## config.mk

```make
export PLATFORM = sky130hd
export DESIGN_NAME = csa_pipe_adder
export DESIGN_NICKNAME = d
export VERILOG_FILES = /design/src/rtl/csa_pkg.sv /design/src/rtl/csa_seg.sv /design/src/rtl/csa_pipe_adder.sv
export SDC_FILE = /design/constraint.sdc
export NUM_CORES = 1
export LEC_CHECK = 0
export ABC_CLOCK_PERIOD_IN_PS = 2400
export BUFFER_PORTS_ARGS = -buffer_cell sky130_fd_sc_hd__buf_2
export CAP_MARGIN = 0
export CORE_AREA = 5 5 66 62
export CTS_CLUSTER_SIZE = 16
export DETAILED_ROUTE_END_ITERATION = 12
export DIE_AREA = 0 0 71 67
export PLACE_DENSITY = 0.66
export SYNTH_ARGS = -nofsm -noshare
export SYNTH_HDL_FRONTEND = slang
export SYNTH_HIERARCHICAL = 1
export SYNTH_SLANG_ARGS = --single-unit
export TNS_END_PERCENT = 1
```

## constraint.sdc

```tcl
create_clock -name clk -period 2.4 [get_ports clk]
set_input_delay 0.48 -clock clk [delete_from_list [all_inputs] [get_ports clk]]
set_output_delay 0.48 -clock clk [all_outputs]
set_load 0.005 [all_outputs]
```

## src/rtl/csa_pkg.sv

```systemverilog
// Shared types and elaboration-time helpers for the pipelined carry-select adder.
// Optional subtract mode is enabled by defining CSA_PIPE_SUB_EN.
package csa_pkg;

  // Control part of a pipeline stage record; the width-dependent fields
  // (resolved sum, pending operands) are added by the top, which knows WIDTH.
  typedef struct packed {
    logic valid;
    logic carry;
    logic cmsb;
    logic op_sub;
  } csa_ctl_t;

  function automatic int csa_nseg(input int width, input int seg);
    return width / seg;
  endfunction

  function automatic int csa_lat(input int width, input int seg, input int sps);
    return (csa_nseg(width, seg) + sps - 1) / sps;
  endfunction

  function automatic bit csa_cfg_ok(input int width, input int seg, input int sps);
    return (seg > 0) && (width >= seg) && (width % seg == 0) &&
           (sps >= 1) && (sps <= width / seg);
  endfunction

endpackage

```

## src/rtl/csa_seg.sv

```systemverilog
// One carry-select segment: two ripple sums (carry-in 0 and 1) and a select mux.
// Also reports the carry into the segment MSB for signed-overflow detection.
module csa_seg #(
  parameter int SEG = 4
) (
  input  logic [SEG-1:0] a_seg,
  input  logic [SEG-1:0] b_seg,
  input  logic           cin,
  output logic [SEG-1:0] sum,
  output logic           cout,
  output logic           cmsb
);

  logic [SEG:0]   c0;
  logic [SEG:0]   c1;
  logic [SEG-1:0] s0;
  logic [SEG-1:0] s1;

  always_comb begin
    c0    = '0;
    c1    = '0;
    s0    = '0;
    s1    = '0;
    c1[0] = 1'b1;
    for (int i = 0; i < SEG; i++) begin
      s0[i]   = a_seg[i] ^ b_seg[i] ^ c0[i];
      c0[i+1] = (a_seg[i] & b_seg[i]) | (c0[i] & (a_seg[i] ^ b_seg[i]));
      s1[i]   = a_seg[i] ^ b_seg[i] ^ c1[i];
      c1[i+1] = (a_seg[i] & b_seg[i]) | (c1[i] & (a_seg[i] ^ b_seg[i]));
    end
  end

  assign sum  = cin ? s1 : s0;
  assign cout = cin ? c1[SEG] : c0[SEG];
  assign cmsb = cin ? c1[SEG-1] : c0[SEG-1];

endmodule

```

## src/rtl/csa_pipe_adder.sv

```systemverilog
// Pipelined carry-select adder with valid/ready flow control and carry/overflow flags.
// Define CSA_PIPE_SUB_EN to add the op_sub port (a + ~b + 1 subtract mode).
module csa_pipe_adder
  import csa_pkg::*;
#(
  parameter int WIDTH        = 8,
  parameter int SEG          = 4,
  parameter int SEGS_PER_STG = 1
) (
  input  logic             clk,
  input  logic             rst,
  input  logic             in_valid,
  output logic             in_ready,
  input  logic [WIDTH-1:0] a,
  input  logic [WIDTH-1:0] b,
  input  logic             ci,
`ifdef CSA_PIPE_SUB_EN
  input  logic             op_sub,
`endif
  output logic             out_valid,
  input  logic             out_ready,
  output logic [WIDTH-1:0] s,
  output logic             co,
  output logic             ov
);

  localparam int NSEG = csa_nseg(WIDTH, SEG);
  localparam int SPS  = SEGS_PER_STG;
  localparam int LAT  = csa_lat(WIDTH, SEG, SPS);

  if (!csa_cfg_ok(WIDTH, SEG, SPS)) begin : g_cfg_err
    $error("csa_pipe_adder: WIDTH must be a multiple of SEG and SEGS_PER_STG in 1..WIDTH/SEG");
  end

  // Stage record: resolved sum bits so far, operands still travelling with the
  // transaction, and the carry out of the last resolved segment.
  typedef struct packed {
    logic [WIDTH-1:0] sum;
    logic [WIDTH-1:0] a;
    logic [WIDTH-1:0] b;
    csa_ctl_t         ctl;
  } stg_t;

  // Handshake: a transfer happens on any edge where valid && ready. The whole
  // pipe advances together when en=1 and freezes (outputs included) when en=0.
  logic en;
  logic sub_w;
  stg_t head;

`ifdef CSA_PIPE_SUB_EN
  assign sub_w = op_sub;
`else
  assign sub_w = 1'b0;
`endif

  always_comb begin
    head            = '0;
    head.a          = a;
    head.b          = sub_w ? ~b : b;
    head.ctl.valid  = in_valid && en;
    head.ctl.carry  = sub_w ? 1'b1 : ci;
    head.ctl.op_sub = sub_w;
  end

  for (genvar k = 0; k < LAT; k++) begin : g_stg
    localparam int FIRST = k * SPS;
    localparam int NS    = ((NSEG - FIRST) < SPS) ? (NSEG - FIRST) : SPS;
    localparam bit LAST  = (FIRST + NS) == NSEG;

    stg_t              cur;
    stg_t              nxt;
    stg_t              q;
    logic [NS*SEG-1:0] sum_w;
    logic [NS-1:0]     cmsb_w;
    logic              unused_cmsb;

    if (k == 0) begin : g_head
      assign cur = head;
    end else begin : g_link
      assign cur = g_stg[k-1].q;
    end

    for (genvar j = 0; j < NS; j++) begin : g_seg
      logic           cin_l;
      logic           cout_l;
      logic [SEG-1:0] sum_l;

      if (j == 0) begin : g_cin_reg
        assign cin_l = cur.ctl.carry;
      end else begin : g_cin_chain
        assign cin_l = g_seg[j-1].cout_l;
      end

      csa_seg #(.SEG(SEG)) u_seg (
        .a_seg (cur.a[(FIRST+j)*SEG +: SEG]),
        .b_seg (cur.b[(FIRST+j)*SEG +: SEG]),
        .cin   (cin_l),
        .sum   (sum_l),
        .cout  (cout_l),
        .cmsb  (cmsb_w[j])
      );

      assign sum_w[j*SEG +: SEG] = sum_l;
    end

    // Only the adder's top segment contributes the MSB carry used for ov.
    assign unused_cmsb = ^cmsb_w;

    always_comb begin
      nxt                        = cur;
      nxt.sum[FIRST*SEG +: NS*SEG] = sum_w;
      nxt.ctl.carry              = g_seg[NS-1].cout_l;
      if (LAST) begin
        nxt.ctl.cmsb = cmsb_w[NS-1];
      end
    end

    always_ff @(posedge clk) begin
      if (rst) begin
        q <= '0;
      end else if (en) begin
        q <= nxt;
      end
    end
  end

  assign en        = !g_stg[LAT-1].q.ctl.valid || out_ready;
  assign in_ready  = en;
  assign out_valid = g_stg[LAT-1].q.ctl.valid;
  assign s         = g_stg[LAT-1].q.sum;
  assign co        = g_stg[LAT-1].q.ctl.carry;
  assign ov        = g_stg[LAT-1].q.ctl.cmsb ^ g_stg[LAT-1].q.ctl.carry;

  // Operands are fully consumed by the last stage; op_sub only rides along.
  logic unused_tail;
  assign unused_tail = ^{g_stg[LAT-1].q.a, g_stg[LAT-1].q.b, g_stg[LAT-1].q.ctl.op_sub};

endmodule
```

After elaboration in Yosys (flattened, before gate mapping):

Index checks and enable logic that the tools add are counted.

* muxes and demuxes: 5
* bitwise gates (word level): 57
* reduce and logical (&&, ||, !) cells: 3

Operators by type and width (number)
* $xor A1 B1 Y1: 21
* $and A1 B1 Y1: 20
* $or A1 B1 Y1: 14
* $mux W4: 2
* $mux W1: 3
* $not A1 Y1: 2
* $logic_and A1 B1 Y1: 1
* $logic_not A1 Y1: 1
* $logic_or A1 B1 Y1: 1

* register bits after elaboration: 33
* bits of input ports: 21
* output and inout bits: 12
* logic and storage cells: 74

Logic depth before layout (Yosys ltp):

Gate-level depths: netlist of run 1.

* depth after elaboration: 9
* mapped depth: 10
* mapped depth without buffers: 10

Hierarchy:

Netlist of run 1, hierarchy kept.

By module, submodules not included
* csa_pipe_adder: times used 1, cells each 116, area an instance 1149.9 µm²
* csa_seg: times used 2, cells each 15, area an instance 133.9 µm²

Least setup slack after synthesis of run 1:

No wires, ideal clock.

* kind: input to register
* start: in a[0]
* end: reg g_stg[0].q[23] in the netlist's numbering
* setup time: 0.120 ns
* data arrival time: 1.978 ns
* required time: 2.280 ns
* setup slack: 0.302 ns
* cell stages on the path: 10
* path buffers: 0
* cell sequence: inv_1 ha_1 mux2i_1 fa_1 inv_1 fa_1 inv_1 fa_1 nand2b_1 mux2i_1

* word-level cells in the longest chain between the ends: 8
* elaborated cells between the ends (all ways): 14
* those cells by class: 1 x mux; 13 x bitwise

RTL lines
* start: declaration: RTL line csa_pipe_adder.sv:14 `input logic [WIDTH-1:0] a,`
* $and A1 B1 Y1 or $xor A1 B1 Y1 (tied branches)
* $or A1 B1 Y1: RTL line csa_seg.sv:29 `c1[i+1] = (a_seg[i] & b_seg[i]) | (c1[i] & (a_seg[i] ^ b_seg[i]));`
* $and A1 B1 Y1: RTL line csa_seg.sv:29
* $or A1 B1 Y1: RTL line csa_seg.sv:29
* $and A1 B1 Y1: RTL line csa_seg.sv:29
* $or A1 B1 Y1: RTL line csa_seg.sv:29
* $xor A1 B1 Y1: RTL line csa_seg.sv:28 `s1[i] = a_seg[i] ^ b_seg[i] ^ c1[i];`
* $mux W4 *: RTL line csa_seg.sv:33 `assign sum = cin ? s1 : s0;`
* net g_stg[0].g_seg[0].sum_l[3]: RTL line csa_pipe_adder.sv:86 `logic [SEG-1:0] sum_l;`
* end signal: assignment: RTL line csa_pipe_adder.sv:122 `q <= nxt;`
* end: declaration: RTL line csa_pipe_adder.sv:72 `stg_t q;`

Mark *: on every way through the listed nets, which the timed path passes. The rest lies on a longest branch.
A chain may end at the register's enable or synchronous reset.

Worst setup path in the final report of run 1:

* start: reg g_stg[0].q[16] in the netlist's numbering
* end: reg g_stg[1].q (netlist bit s[7])

* word-level cells in the longest chain between the ends: 8
* elaborated cells between the ends (all ways): 14
* those cells by class: 1 x mux; 13 x bitwise

RTL lines (RTL line)
* $and A1 B1 Y1 or $xor A1 B1 Y1 (tied branches)
* $or A1 B1 Y1: csa_seg.sv:29
* $and A1 B1 Y1: csa_seg.sv:29
* $or A1 B1 Y1: csa_seg.sv:29
* $and A1 B1 Y1: csa_seg.sv:29
* $or A1 B1 Y1: csa_seg.sv:29
* $xor A1 B1 Y1: csa_seg.sv:28
* $mux W4 *: csa_seg.sv:33
* net g_stg[1].g_seg[0].sum_l[3]: csa_pipe_adder.sv:86
* end signal: assignment: csa_pipe_adder.sv:122
* end: declaration: csa_pipe_adder.sv:72

Marked as above.

==> results of run 1 <==
worst max path at each step:
stage | cells after the start | endpoint | slack, ns | startpoint
4_1_cts | 10 | s[7] | 0.22 | g_stg[0].q[16]
3_5_place_dp | 11 | g_stg[0].q[23] | 0.09 | a[0]
3_3_place_gp | 11 | g_stg[0].q[23] | 0.17 | a[0]
2_1_floorplan | 10 | g_stg[0].q[23] | 0.30 | a[0]
6_report | 10 | s[7] | 0.24 | g_stg[0].q[16]
5_1_grt | 10 | s[7] | 0.10 | g_stg[0].q[16]
per-layer routing:
metal / global-route usage (%) / vias up / part of all wire (%)
met4: 5.63 / 0 / 1.4
met1: 12.2 / 479 / 45
met5: 0 / - / 0
met2: 21.3 / 11 / 51
li1: - / 513 / -
met3: 1.96 / 2 / 2.5
kinds of logic after synthesis:
kind of cell	after synthesis	synth area share, %
simple gates	45	27.1
flops	25	35.3
xor+xnor	3	1.85
buf+inv	36	12.1
fa+ha+maj	10	12.0
compound gates	21	7.41
mux	6	4.24
synth_stat cells, drive strengths merged:
cell type	instances	area, µm²
nand2b	24	150
xor2	3	26.3
buf	11	75.1
ha	4	50.1
inv	18	67.6
nor2b	1	8.76
nand4bb	20	225
dfxtp	25	500
fa	6	120
mux2i	6	60.1
o21ai	20	100
a21oi	1	5.00
clkbuf	7	28.8
stage by stage:
stage | instance area [µm²] | std cells | setup WS, ns | hold WS [ns]
6_report | 1590 | 210 | 0.237 | 0.451
5_1_grt | 1590 | 210 | 0.102 | 0.462
4_1_cts | 1590 | 210 | 0.216 | 0.451
3_5_place_dp | 1540 | 206 | 0.0860 | 0.437
3_3_place_gp | 1540 | 206 | 0.166 | 0.438
2_1_floorplan | 1420 | 146 | 0.302 | 0.425
state kept, by name, summed over array words and instances, names as in the netlist:
signal / cells
co: 1
g_stg.g_seg.cin_l: 1
out_valid: 1
s: 8
g_stg.q: 14
final cells by class:
class,instances,area (µm²)
fillers,338,1710
flip-flops and latches,25,500
clock buffers,4,45.0
well taps,44,55.1
inverters,18,67.6
multi-input cells,85,746
repair buffers,34,175
power by group:
group | switching [mW] | internal (mW) | total [mW]
logic | 0.0748 | 0.0786 | 0.153
clock network | 0.122 | 0.118 | 0.241
registers | 0.0189 | 0.451 | 0.470
total | 0.216 | 0.648 | 0.864
worst max-delay path: stages, from the launching register on:
cell      delay, ns
dfxtp_1        0.36
inv_1          0.05
ha_1           0.19
mux2i_1        0.18
fa_1           0.20
inv_1          0.05
fa_1           0.37
inv_1          0.11
fa_1           0.41
nand2b_1       0.08
o21ai_1        0.05
==> metrics.cfg, run 1 <==
[outcome]
status = finished clean

[sta]
max-slew-margin-rel_pct = 63.9
finalCriticalPeriod_ns = 2.16
clock_skew_ns = 0.00216
timing.setup.tns_ns = 0
min_period_over_period_pct = 90.1
grt_setup_unrepaired = no
max_freq_mhz = 462
tightestPinTransition_ns = 0.541
setup_viol = 0
slew_viol_final = 0
final-hold-violation-count = 0

[global_routing]
grt_antenna_before_repair = 0
grt_pass1_wl_mm = 4.33
grt_pass1_vias = 1027
grt.overflow.total = 0
grt_start_max_net_pins = 46
grt_use_total_pct = 11.3

[hold_path]
min_from = g_stg[0].q[3]
hold_end = out_valid
hold_class = register to register
min_path_cells = 2

[floorplanning]
fp.coreArea_um2 = 3300
die_h_um = 67
die_area_um2 = 4760
num_io_pins = 33
start_util_pct = 42.9
die_w_um = 71
row_count = 20

[clocking]
cts_tree = built
cts.sinks = 25
cts_buffer_depth = 2
clk_latency_ns = 0.26
cts_root_buf = clkbuf_8
clk_pin_slew_worst_paths_ns = 0.08
postCtsSetupBuffers = 0
cts_hold_buf = 0
cts_buffers = 3
h-tree-depth = 1
cts_resized = 0

[finish]
nets = 198
final_util_pct = 48.1
n_antenna_cell = 0
layout_commonest_cell = buf_2
layout_common_cells = buf_2 (32), dfxtp_1 (25), nand2b_1 (24)
area_delta_synth_final_pct = 12.1
drive_gt1_share_pct = 23.5

[setup_path]
cp_max_fo = 3
critPathCaptureType = register
r2r_start = g_stg[0].q[16]
reg2reg_depth = 10
critPathLaunchType = register
reg2reg_slack_ns = 0.24
worstReg2RegEnd = s[7]
crit_arrival_ns = 2.32
critPathKind = register to register
cp.required_ns = 2.55

[synth]
synthCells = 146
ys_ff_latch = 25
seq_area_frac_synth_pct = 35.3
yosysUniqueCellTypes = 16
syn_area_per_cell_um2 = 9.71
syn-cell-area_um2 = 1420
ys_warn_count = 6
syn-num-nets = 177

[power]
p_total_mw = 0.864
ir_drop_v = 0.000178
p_leak_nw = 0.725
p_per_area_nw_per_um2 = 544

[detailed_routing]
drt-pass1-iter-count = 3
routed_wl_mm = 2.57
via_count = 1005
routedWlPerCell_um = 12.2
drc = 0
ant_nets = 0
routed_via_density = 4.79
drtIter0Drc = 33

[place]
hpwl_mm = 1.85
portBuffers = 32
gp_congestion = 0.739

[job]
drv_cap = 0

Power figures use the tool's default switching activity.
==> run 2, diff against run 1 <==
--- a/config.mk
+++ b/config.mk
@@ -5,7 +5,7 @@
 export SDC_FILE = /design/constraint.sdc
 export NUM_CORES = 1
 export LEC_CHECK = 0
-export ABC_CLOCK_PERIOD_IN_PS = 2400
+export ABC_CLOCK_PERIOD_IN_PS = 2000
 export BUFFER_PORTS_ARGS = -buffer_cell sky130_fd_sc_hd__buf_2
 export CAP_MARGIN = 0
 export CORE_AREA = 5 5 66 62
==> constraint.sdc (replaced) <==
create_clock -name clk -period 2 [get_ports clk]
set_input_delay 0.4 -clock clk [delete_from_list [all_inputs] [get_ports clk]]
set_output_delay 0.4 -clock clk [all_outputs]
set_load 0.005 [all_outputs]
==> run 2 against run 1 <==
Effect of this change: the run now ends with negative setup slack left; non-clock buffer count grew 4; cell area grew 3.4%; clock skew shrank 0.0012 ns; maximum frequency up 6.8%; first-iteration DRC count is 61% higher; final cell count increased by 1.9%; clock-buffer cell count unchanged; highest routed layer unchanged; worst setup slack worse by 0.26 ns; power increased by 22%; via count grew 2.0%; flip-flop and latch count is the same.
==> metrics.cfg, run 2 (synthesized netlist as in run 1, its figures left out) <==
[sta]
final-hold-violation-count = 0  ; unchanged
min_period_over_period_pct = 101  ; +11 points
setup_viol = 1  ; +1
timing.final.ws_setup_ns = -0.0244  ; -0.261 ns
tightestPinTransition_ns = 0.532  ; -0.00859 ns
slew_viol_final = 0  ; unchanged
max-slew-margin-rel_pct = 64.5  ; +0.57 points
finalCriticalPeriod_ns = 2.02  ; -0.139 ns
grt_setup_unrepaired = yes
clock_skew_ns = 0.000940  ; -0.00122 ns
holdWs_ns = 0.371  ; -0.0793 ns
max_freq_mhz = 494  ; +6.8%

[outcome]
failed_checks = negative setup slack
status = complete, but fails checks

[setup_path]
crit_family = adder cells
critPathKind = register to register
critPathCaptureType = register
cpMostUsedCell = inv_2
cp_max_fo = 3  ; unchanged
critPathSlowestCell = fa_1
crit_buf_inv = 3  ; unchanged
cp.required_ns = 2.15  ; -0.40 ns
critical_path.max_stage_delay_ns = 0.40  ; about the same
crit_arrival_ns = 2.18  ; -0.14 ns
cp_cell_sequence = inv_2, ha_4, mux2i_2, fa_2, inv_2, fa_2, inv_2, fa_1, nand2b_1, o21ai_1
cp_num_cells = 10  ; unchanged
reg2reg_depth = 10  ; unchanged
critPathLaunchType = register

[place]
dp_slack_ns = -0.230  ; -0.316 ns
gp_congestion = 0.734  ; -0.72%
post-place-cells = 209  ; +1.5%
hpwl_mm = 1.86  ; +0.86%
portBuffers = 32  ; unchanged
placed_area_um2 = 1570  ; +1.5%

[floorplanning]
start_util_pct = 42.9  ; unchanged
row_count = 20  ; unchanged
fp.coreArea_um2 = 3300  ; unchanged
die_w_um = 71  ; unchanged
num_io_pins = 33  ; unchanged
die_area_um2 = 4760  ; unchanged
die_h_um = 67  ; unchanged

[clocking]
cts_hold_buf = 0  ; unchanged
h-tree-depth = 1  ; unchanged
clk_latency_ns = 0.26  ; about the same
cts.sinks = 25  ; unchanged
cts_tree = built
cts_buffers = 3  ; unchanged
cts_root_buf = clkbuf_8
clk_pin_slew_worst_paths_ns = 0.08  ; about the same
cts_buffer_depth = 2  ; unchanged

[finish]
drive_gt1_share_pct = 31.2  ; +7.7 points
stdcell_area_um2 = 1640  ; +3.4%
n_antenna_cell = 0  ; unchanged
nFillCells = 328  ; -3.0%
layout_common_cells = buf_2 (32), nand2b_1 (24), dfxtp_1 (23)
layout_commonest_cell = buf_2
regMostFlops = g_stg.q
stdcell_count = 214  ; +1.9%
nets = 202  ; +2.0%
area_delta_synth_final_pct = 15.9
largest_reg_flops = 14  ; unchanged

[detailed_routing]
drc = 0  ; unchanged
drtIter0Drc = 53  ; +61%
routedWlPerCell_um = 11.9  ; -2.7%
ant_nets = 0  ; unchanged
drt-pass1-iter-count = 4  ; +1
via_count = 1025  ; +2.0%
routed_wl_mm = 2.55  ; -0.89%
routed_via_density = 4.79  ; about the same

[power]
p_per_area_nw_per_um2 = 641  ; +18%
ir_drop_v = 0.000260  ; +46%
p_total_mw = 1.05  ; +22%
p_leak_nw = 0.744  ; +2.5%

[global_routing]
grt.overflow.total = 0  ; unchanged
grt_pass1_wl_mm = 4.26  ; -1.8%
grt_antenna_before_repair = 0  ; unchanged
grt_start_max_net_pins = 46  ; unchanged
grt_pass1_vias = 970  ; -5.6%
grt_use_total_pct = 11.0  ; -0.34 points

[hold_path]
min_path_cells = 3  ; +1
hold_class = input pin to register

[job]
drv_cap = 0  ; unchanged

## run 2: cell types whose count changed in the layout (fill, tap and decap cells not counted), sizes merged
| cell | before | now |
|---|---|---|
| buf | 34 | 38 |
## run 2: metrics by stage
stage               utilization, %  setup TNS, ns
floorplan                        -        -0.0183
global placement              47.4         -0.353
detailed placement            47.4         -0.526
CTS                           49.5         -0.113
global route                  49.7         -0.161
finish                        49.7        -0.0244
## run 2: layer usage
layer | part of all wire, % | vias to the layer above | track usage, % | routed length (µm)
li1 | - | 521 | - | -
met1 | 45 | 491 | 12.8 | 1140
met2 | 52 | 11 | 19.9 | 1320
met3 | 2.4 | 2 | 1.66 | 61
met4 | 1.1 | 0 | 4.93 | 27
met5 | 0 | - | 0 | 0
## run 2: area by class of cell
class	instances	area (µm²)	area share [%]
tap	44	55.1	3.35
clock buffer	4	45.0	2.74
sequential	25	503	30.6
inverter	18	67.6	4.11
timing repair buffer	38	205	12.5
multi-input combinational	85	767	46.7
## run 2: path summary, 6_finish.rpt
path,startpoint,endpoint,slack (ns)
min reg2reg,g_stg[0].q[3],out_valid,0.45
max reg2reg,g_stg[0].q[8],s[7],-0.02
max,g_stg[0].q[8],s[7],-0.02
min,a[4],g_stg[0].q[16],0.37
## run 2: tightest hold or removal path: cells and delay by family
kind                   cells  cell delay (ns)
buffers and inverters      1             0.09
AOI/OAI and AO/OA          1             0.05
and+or+nand+nor            1             0.06
## run 2: timing repair
item	4_1_cts	5_1_grt
pin swaps	4	3
setup buffers	0	1
hold endpoints to repair	0	0
resized for setup	11	0
setup endpoints to repair	1	3
## run 2: power by group
group | leakage (nW) | internal (mW) | total, mW | switching (mW)
registers | 0.208 | 0.542 | 0.564 | 0.0221
clock network | 0.0228 | 0.142 | 0.290 | 0.147
logic | 0.513 | 0.105 | 0.199 | 0.0944
total | 0.744 | 0.789 | 1.05 | 0.264
==> run 3, diff against run 2 <==
==> constraint.sdc (replaced) <==
create_clock -name clk -period 2 [get_ports clk]
set_input_delay 0.1 -clock clk [delete_from_list [all_inputs] [get_ports clk]]
set_output_delay 0.1 -clock clk [all_outputs]
set_load 0.005 [all_outputs]
==> run 3 against run 2 <==
Effect of this change: the run still ends with negative setup slack left; cell area is 0.99% higher; combinational power is 2% higher; hold slack worse by 0.30 ns; final cell count is 0.47% lower; utilization is 0.49 points higher; power is 1.3% higher; non-clock buffer count is 1 lower; maximum frequency is 0.65% lower; flip-flop and latch count stayed put; register-to-register slack hardly changed; largest cell class unchanged; sequential power hardly changed; clock skew is 0.00062 ns higher.
==> metrics.cfg, run 3 (synthesized netlist as in run 1, its figures left out) <==
[hold_path]
hold_class = input pin to register

[detailed_routing]
routed_via_density = 4.79  ; about the same
drc = 0  ; unchanged
drtIter0Drc = 46  ; -13%
ant_nets = 0  ; unchanged
routed_wl_mm = 2.68  ; +5.2%
via_count = 1021  ; -0.39%
drt-pass1-iter-count = 2  ; -2
routedWlPerCell_um = 12.6  ; +5.7%

[sta]
min_period_over_period_pct = 102  ; +0.67 points
max-slew-margin-rel_pct = 64.0  ; -0.47 points
grt_setup_unrepaired = yes
slew_viol_final = 0  ; unchanged
final-hold-violation-count = 0  ; unchanged
finalCriticalPeriod_ns = 2.04  ; +0.0133 ns
timing.final.ws_setup_ns = -0.0377  ; -0.0133 ns
clock_skew_ns = 0.00156  ; +0.000624 ns
setup_viol = 1  ; unchanged
tightestPinTransition_ns = 0.539  ; +0.00703 ns
max_freq_mhz = 491  ; -0.65%

[outcome]
status = complete, but fails checks
failed_checks = negative setup slack

[place]
gp_congestion = 0.736  ; +0.30%
dp_slack_ns = -0.107  ; +0.123 ns
portBuffers = 32  ; unchanged
hpwl_mm = 1.89  ; +1.5%

[clocking]
cts_buffer_depth = 2  ; unchanged
clk_latency_ns = 0.26  ; about the same
cts_tree = built
h-tree-depth = 1  ; unchanged
cts_buffers = 3  ; unchanged
cts.sinks = 25  ; unchanged
cts_root_buf = clkbuf_8
clk_pin_slew_worst_paths_ns = 0.09  ; about the same

[floorplanning]
die_h_um = 67  ; unchanged
start_util_pct = 42.9  ; unchanged
num_io_pins = 33  ; unchanged
fp.coreArea_um2 = 3300  ; unchanged
die_area_um2 = 4760  ; unchanged
die_w_um = 71  ; unchanged
row_count = 20  ; unchanged

[setup_path]
crit_arrival_ns = 2.20  ; +0.02 ns
critPathCaptureType = register
reg2reg_depth = 10  ; unchanged
crit_path_end = s[7]
r2r_start = g_stg[0].q[8]
crit_family = adder cells
cp_max_fo = 3  ; unchanged
worstReg2RegEnd = s[7]
cp_cell_sequence = inv_4, ha_4, mux2i_2, fa_2, inv_2, fa_2, inv_2, fa_1, nand2b_1, o21ai_1
reg2reg_slack_ns = -0.04  ; about the same
critPathLaunchType = register
critPathKind = register to register
critical_path.max_stage_delay_ns = 0.40  ; about the same
cp.required_ns = 2.16  ; about the same
crit_path_start = g_stg[0].q[8]
critPathSlowestCell = fa_1
crit_buf_inv = 3  ; unchanged
cp_num_cells = 10  ; unchanged

[global_routing]
grt_antenna_before_repair = 0  ; unchanged
grt.overflow.total = 0  ; unchanged
grt_pass1_vias = 1060  ; +9.3%
grt_start_max_net_pins = 46  ; unchanged
grt_use_total_pct = 12.4  ; +1.4 points
grt_pass1_wl_mm = 4.74  ; +11%

[finish]
layout_common_cells = buf_2 (32), nand2b_1 (24), dfxtp_1 (23)
nets = 201  ; -0.50%
nFillCells = 313  ; -4.6%
layout_commonest_cell = buf_2
regMostFlops = g_stg.q
regArea_um2 = 508  ; +1.0%
largest_reg_flops = 14  ; unchanged
final_util_pct = 50.2  ; +0.49 points
area_delta_synth_final_pct = 17.0
drive_gt1_share_pct = 32.5  ; +1.4 points
n_antenna_cell = 0  ; unchanged
multi_input_area_um2 = 779  ; +1.6%

[job]
drv_cap = 0  ; unchanged

[power]
ir_drop_v = 0.000235  ; -9.5%
p_leak_nw = 0.738  ; -0.76%
p_per_area_nw_per_um2 = 643  ; +0.33%

run 3: worst min path at each step:
stage | slack [ns] | from | to | depth (start not counted)
2_1_floorplan | 0.25 | b[6] | g_stg[0].q[10] | 2
4_1_cts | 0.07 | b[7] | g_stg[0].q[11] | 3
3_5_place_dp | 0.36 | b[7] | g_stg[0].q[11] | 3
3_3_place_gp | 0.35 | b[5] | g_stg[0].q[9] | 3
5_1_grt | 0.08 | b[5] | g_stg[0].q[9] | 3
6_report | 0.07 | b[7] | g_stg[0].q[11] | 3
run 3: report_power, final:
part / switching, mW / internal [mW] / leakage [nW]
clock: 0.158 / 0.141 / 0.0217
sequential: 0.0245 / 0.541 / 0.208
combinational: 0.0970 / 0.106 / 0.508
run 3: cell type report:
cell class                 instances  area share (%)
clock buffer                       3            2.49
tap                               44            3.32
multi-input combinational         85            47.0
timing repair buffer              37            11.9
sequential                        25            30.6
clock inverter                     1           0.452
inverter                          18            4.22
run 3: what timing repair did:
item / CTS / global route
setup buffers: 1 / 1
gates resized for setup: 11 / 6
hold buffers: 0 / 0
pin swaps: 4 / 4
setup endpoints to repair: 1 / 2
run 3: worst min-delay path, delay by kind of cell:
| kind | cells | cell delay (ns) |
|---|---|---|
| buffers and inverters | 1 | 0.09 |
| AOI/OAI and AO/OA | 1 | 0.05 |
| and+or+nand+nor | 1 | 0.05 |
run 3: per-layer routing:
metal / vias to the layer above / part of all wire [%] / global-route usage (%)
li1: 523 / - / -
met1: 485 / 44 / 15.0
met2: 11 / 53 / 22.3
met3: 2 / 2.1 / 1.51
met4: 0 / 1.0 / 4.93
met5: - / 0 / 0
run 3: through the flow:
stage	cells	power, mW	hold WS (ns)	area, µm²	TNS (ns)
6_report	213	1.07	0.0713	1660	-0.0377
5_1_grt	213	1.14	0.0807	1660	-0.117
4_1_cts	212	1.08	0.0652	1630	-0.0760
3_5_place_dp	207	0.770	0.356	1550	-0.107
3_3_place_gp	207	0.760	0.351	1550	-0.0340
2_1_floorplan	146	0.716	0.245	1420	0
